===== src/rtl/dim1_pkg.sv =====
// Shared types and helpers for diminished-one arithmetic modulo 2^width + 1.
package dim1_pkg;
    localparam int DIM1_WIDTH = 8;
    localparam int DIM1_MAX_W = 64;

    typedef struct packed {
        logic                  zero;
        logic [DIM1_WIDTH-1:0] data;
    } dim1_t;

    localparam dim1_t DIM1_ZERO = '{zero: 1'b1, data: '0};

    // True when a == ~b over the low w bits, i.e. the operands' true values sum to 2^w + 1.
    function automatic logic dim1_is_neg(input logic [DIM1_MAX_W-1:0] a,
                                         input logic [DIM1_MAX_W-1:0] b,
                                         input int w);
        logic [DIM1_MAX_W-1:0] mask;
        mask = (w >= DIM1_MAX_W) ? '1 : ((DIM1_MAX_W'(1) << w) - DIM1_MAX_W'(1));
        return ((a ^ ~b) & mask) == '0;
    endfunction
endpackage


===== src/rtl/add_mod_2np1.sv =====
// Combinational diminished-one adder modulo 2^width + 1 (inverted end-around carry).
module AddMod2Np1 #(
    parameter int width = 8,
    parameter int speed = 2
) (
    input  logic [width-1:0] a,
    input  logic [width-1:0] b,
    output logic [width-1:0] s
);
    logic [width:0] t;

    generate
        if (speed == 0) begin : g_serial
            always_comb begin
                logic c;
                t = '0;
                c = 1'b0;
                for (int i = 0; i < width; i++) begin
                    t[i] = a[i] ^ b[i] ^ c;
                    c    = (a[i] & b[i]) | (c & (a[i] ^ b[i]));
                end
                t[width] = c;
            end
        end else begin : g_prefix
            assign t = {1'b0, a} + {1'b0, b};
        end
    endgenerate

    // A carry out already absorbed the modulus; otherwise the diminished-one +1 is still owed.
    assign s = t[width] ? t[width-1:0] : t[width-1:0] + width'(1);
endmodule


===== src/rtl/dim1_mod_accumulator_add_zero.sv =====
// Next-sum logic: zero-flag rules, negation detection and the modular adder.
module dim1_add_zero
    import dim1_pkg::*;
#(
    parameter int width = 8,
    parameter int speed = 2
) (
    input  logic [width-1:0] acc_data,
    input  logic             acc_zero,
    input  logic [width-1:0] in_data,
    input  logic             in_zero,
    output logic [width-1:0] sum_data,
    output logic             sum_zero
);
    logic [width-1:0] add_s;
    logic             neg;

    AddMod2Np1 #(.width(width), .speed(speed)) u_add (
        .a(acc_data),
        .b(in_data),
        .s(add_s)
    );

    assign neg = dim1_is_neg(DIM1_MAX_W'(acc_data), DIM1_MAX_W'(in_data), width);

    always_comb begin
        sum_zero = 1'b0;
        sum_data = add_s;
        if (in_zero) begin
            sum_zero = acc_zero;
            sum_data = acc_zero ? '0 : acc_data;
        end else if (acc_zero) begin
            sum_data = in_data;
        end else if (neg) begin
            // The adder would return representation 0 (value 1) here; the true sum is 0.
            sum_zero = 1'b1;
            sum_data = '0;
        end
    end
endmodule


===== src/rtl/dim1_mod_accumulator.sv =====
// Framed streaming accumulator modulo 2^width + 1 with valid/ready on both sides.
// Optional DIM1_MOD_ACC_BEAT_COUNT_EN adds out_count_o (beats per reported frame).
module dim1_mod_accumulator
    import dim1_pkg::*;
#(
    parameter int width = 8,
    parameter int speed = 2
) (
    input  logic             clk_i,
    input  logic             rst_i,
    input  logic             in_valid_i,
    output logic             in_ready_o,
    input  logic [width-1:0] in_data_i,
    input  logic             in_zero_i,
    input  logic             in_last_i,
    output logic             out_valid_o,
    input  logic             out_ready_i,
    output logic [width-1:0] out_data_o,
    output logic             out_zero_o
`ifdef DIM1_MOD_ACC_BEAT_COUNT_EN
    ,
    output logic [15:0]      out_count_o
`endif
);
    // Handshake: a beat moves when valid & ready are both high at a rising clk_i edge.
    logic [width-1:0] acc_q;
    logic             acc_zero_q;
    logic [width-1:0] out_data_q;
    logic             out_zero_q;
    logic             out_valid_q;
    logic [width-1:0] sum_data;
    logic             sum_zero;
    logic             accept;

    dim1_add_zero #(.width(width), .speed(speed)) u_add_zero (
        .acc_data(acc_q),
        .acc_zero(acc_zero_q),
        .in_data (in_data_i),
        .in_zero (in_zero_i),
        .sum_data(sum_data),
        .sum_zero(sum_zero)
    );

    assign in_ready_o  = !out_valid_q || out_ready_i;
    assign accept      = in_valid_i && in_ready_o;
    assign out_valid_o = out_valid_q;
    assign out_data_o  = out_data_q;
    assign out_zero_o  = out_zero_q;

    always_ff @(posedge clk_i or posedge rst_i) begin
        if (rst_i) begin
            acc_q       <= '0;
            acc_zero_q  <= DIM1_ZERO.zero;
            out_data_q  <= '0;
            out_zero_q  <= 1'b0;
            out_valid_q <= 1'b0;
        end else begin
            if (accept && in_last_i) begin
                out_data_q  <= sum_data;
                out_zero_q  <= sum_zero;
                out_valid_q <= 1'b1;
                acc_q       <= '0;
                acc_zero_q  <= 1'b1;
            end else begin
                if (accept) begin
                    acc_q      <= sum_data;
                    acc_zero_q <= sum_zero;
                end
                if (out_valid_q && out_ready_i) begin
                    out_valid_q <= 1'b0;
                end
            end
        end
    end

`ifdef DIM1_MOD_ACC_BEAT_COUNT_EN
    logic [15:0] cnt_q;
    logic [15:0] cnt_next;
    logic [15:0] out_count_q;

    assign cnt_next    = (cnt_q == 16'hFFFF) ? cnt_q : cnt_q + 16'd1;
    assign out_count_o = out_count_q;

    always_ff @(posedge clk_i or posedge rst_i) begin
        if (rst_i) begin
            cnt_q       <= '0;
            out_count_q <= '0;
        end else if (accept) begin
            if (in_last_i) begin
                out_count_q <= cnt_next;
                cnt_q       <= '0;
            end else begin
                cnt_q <= cnt_next;
            end
        end
    end
`endif
endmodule


===== config.mk =====
export PLATFORM = sky130hd
export DESIGN_NAME = dim1_mod_accumulator
export DESIGN_NICKNAME = d
export VERILOG_FILES = /design/src/rtl/dim1_pkg.sv /design/src/rtl/add_mod_2np1.sv /design/src/rtl/dim1_mod_accumulator_add_zero.sv /design/src/rtl/dim1_mod_accumulator.sv
export SDC_FILE = /design/constraint.sdc
export NUM_CORES = 1
export LEC_CHECK = 0
export ABC_AREA = 1
export BUFFER_PORTS_ARGS = -buffer_cell sky130_fd_sc_hd__buf_4
export CORE_ASPECT_RATIO = 0.6
export CORE_MARGIN = 8
export CORE_UTILIZATION = 50
export DETAILED_ROUTE_END_ITERATION = 7
export HOLD_SLACK_MARGIN = 0.1
export PLACE_DENSITY = 0.87
export REMOVE_ABC_BUFFERS = 1
export SLEW_MARGIN = 0
export SYNTH_ARGS = -nofsm -noshare
export SYNTH_HDL_FRONTEND = slang
export SYNTH_SLANG_ARGS = --single-unit
export TNS_END_PERCENT = 50

===== constraint.sdc =====
create_clock -name clk_i -period 2 [get_ports clk_i]
set_clock_uncertainty 0.2 [all_clocks]
set_input_delay 0.2 -clock clk_i [delete_from_list [all_inputs] [get_ports clk_i]]
set_output_delay 0.2 -clock clk_i [all_outputs]
set_load 0.1 [all_outputs]

==> impl_metrics.json <==
{
  "status": "finished, violations left",
  "violations": "negative setup slack",
  "crit_type": "register to register",
  "setup_tns_ps": -2980,
  "maxSlewViolCount": 0,
  "r2r.worst_path.cells": 14,
  "ys_warn_count": 0,
  "rrSetupSlack_ps": -270,
  "cts_buffers": 3,
  "syn_area_per_cell_um2": 6.62,
  "synth_adder_area_share": 0.0852,
  "synth_top_family_by_area": "simple AND/OR/NAND/NOR gates",
  "hold_end": "out_data_o[0]",
  "multi_input_area_um2": 968,
  "area_growth_pct": 33.0,
  "setup_viol": 16,
  "fp.dieW_um": 88.0,
  "postSynth.asyncResetShare": 1.00,
  "crit_fanout": 4,
  "grt_usage": 0.169,
  "synth_xor_area_frac": 0,
  "synth_area_um2": 1560,
  "vias": 1632,
  "dieArea_um2": 5210,
  "synth-simple-area-share": 0.428,
  "io_pins": 25,
  "finalHoldViolCount": 0,
  "stdcell_area_um2": 2070,
  "post_drt_wl_per_cell_um": 13.0,
  "total_power_mw": 1.78,
  "synth_mux_area_frac": 0,
  "ant_nets": 0,
  "drv_cap": 0,
  "p_leak_nw": 1.18,
  "h-tree-depth": 1,
  "drive_gt1_frac": 0.291,
  "netlist.area_leader.share": 0.289,
  "hp-class": "primary input to register",
  "synth_most_common_cell": "nand2_1",
  "grt_overflow": 0,
  "slew_headroom": 0.529,
  "drc": 0,
  "worstPathRequired_ps": 2000,
  "hold_path_startpoint": "in_data_i[0]",
  "clock.fmax_mhz": 441,
  "coreArea_um2": 2910,
  "synth_seq_cells": 19,
  "end_kind": "register",
  "rows": 15,
  "synth_common_cells": "nand2_1 (98), inv_1 (36), nand3_1 (23), dfrtp_1 (18), ha_1 (9)",
  "grt_max_degree": 20,
  "rsz0062_at_grt": "yes",
  "antenna_cells": 0,
  "peakVddDrop_mv": 0.622,
  "regArea_um2": 477,
  "clk_pin_slew_ps": 70,
  "drt-total-wl_um": 4240,
  "r2r-end": "acc_q[5]",
  "cts.sinks": 19,
  "power_density_nw_per_um2": 861,
  "drt-initial-drc-count": 102,
  "synth.distinct_cells": 28,
  "synth_compound_area_frac": 0.0756,
  "timing.hold.ws_ps": 144,
  "ys.flop_type": "dfrtp_1",
  "max-clock-path-buffers": 2,
  "die-height_um": 59.2,
  "yosysSeqAreaShare": 0.306,
  "floorplan.initialDensity": 0.535,
  "setup_slack_ps": -267,
  "reg2reg_from": "acc_q[0]",
  "fin_crit_ps": 2270,
  "finalCritPeriodShare": 1.13,
  "nets": 310,
  "dr.pass1.iters": 4,
  "tightestPinTransition_ps": 706,
  "clk_latency_ps": 250,
  "dp_hpwl_um": 3350,
  "grt_pass1_wl_um": 6980,
  "synth_top_cell_by_area": "dfrtp_1",
  "cp-startpoint": "acc_q[0]",
  "antenna_found_initial": 0,
  "start_kind": "register",
  "arrival_ps": 2260,
  "viasPerCell": 4.99,
  "io_buffers": 24,
  "grt_pass1_vias": 1583,
  "num-fill-cells": 228,
  "cts_root_buf": "clkbuf_8",
  "synthTopCellsByArea": "dfrtp_1 (29%), nand2_1 (24%), inv_1 (8.7%)",
  "syn_inst": 235,
  "synth_edf_count": 0,
  "cts_tree": "built",
  "routabilityCongestion": 0.902,
  "whs_path_depth": 5,
  "dpl-instance-area_um2": 1920
}
[per-stage QoR]
step	setup slack, ps	utilization	cells
global placement	-229	0.659	317
floorplan	-1130	-	233
detailed placement	-322	0.659	317
global route	-367	0.712	327
CTS	-242	0.699	326
finish	-267	0.712	327
[per-layer routing]
metal	track usage	routed length, um
met1	0.219	1970
met2	0.273	1870
met3	0.0415	306
met4	0.0453	95
met5	0	0
[logic make-up (layout without fill, tap and decap cells)]
| kind of cell | Yosys count | after routing |
|---|---|---|
| compound gates | 16 | 16 |
| fa+ha+maj | 10 | 10 |
| buf+inv | 43 | 93 |
| flops | 19 | 19 |
| simple gates | 147 | 147 |
[state kept, by name (all words and copies together) (netlist names)]
register	count
acc_q	8
out_data_o	8
acc_zero_q	1
out_valid_o	1
out_zero_o	1
[worst max-delay path by stage]
| stage | to | slack, ps | cells after the start |
|---|---|---|---|
| 2_1_floorplan | out_data_o[0] | -1130 | 7 |
| 3_3_place_gp | acc_q[6] | -230 | 14 |
| 3_5_place_dp | acc_q[6] | -320 | 14 |
| 4_1_cts | acc_q[7] | -240 | 12 |
| 5_1_grt | acc_q[6] | -370 | 15 |
| 6_report | acc_q[5] | -270 | 14 |
[placed cells by master, fill, tap and decap left out, types with 5 or more instances in the layout]
master	netlist	routed
inv_2	4	6
nand2_2	7	7
ha_1	9	8
nand4_1	5	5
inv_1	36	34
dfrtp_1	18	18
nand3_1	23	21
nand2_1	98	96
buf_4	0	44
[area by class of cell]
type | instances | share of cell area
clock buffers | 4 | 0.0218
inverters | 41 | 0.0755
multi-input cells | 173 | 0.468
flip-flops and latches | 19 | 0.230
well taps | 42 | 0.0254
repair buffers | 48 | 0.179
[worst max-delay path, cell delays in order, from the launching register on]
cell and delay (ps):
dfrtp_1 380, ha_2 200, fa_2 370, nand3_2 120
nand2_4 70, buf_4 150, nand2_2 60, nand2_2 70
nand2_4 90, nor2_4 40, nand2_1 60, nand2_1 50
o21bai_1 190, nand2_1 70, nand2_1 70
[report_power, final]
group          internal [mW]  total (mW)  switching (mW)
Sequential             0.451       0.500          0.0489
Clock                  0.142       0.267           0.125
Combinational          0.311        1.02           0.706
[what timing repair did]
action | 4_1_cts | 5_1_grt
setup endpoints to repair | 16 | 18
buffers inserted | 2 | 1
hold buffers | 3 | 0
gates resized for setup | 9 | 8
hold endpoints to repair | 24 | 0
pin swaps | 12 | 2
(Power assumes the default switching activity.)
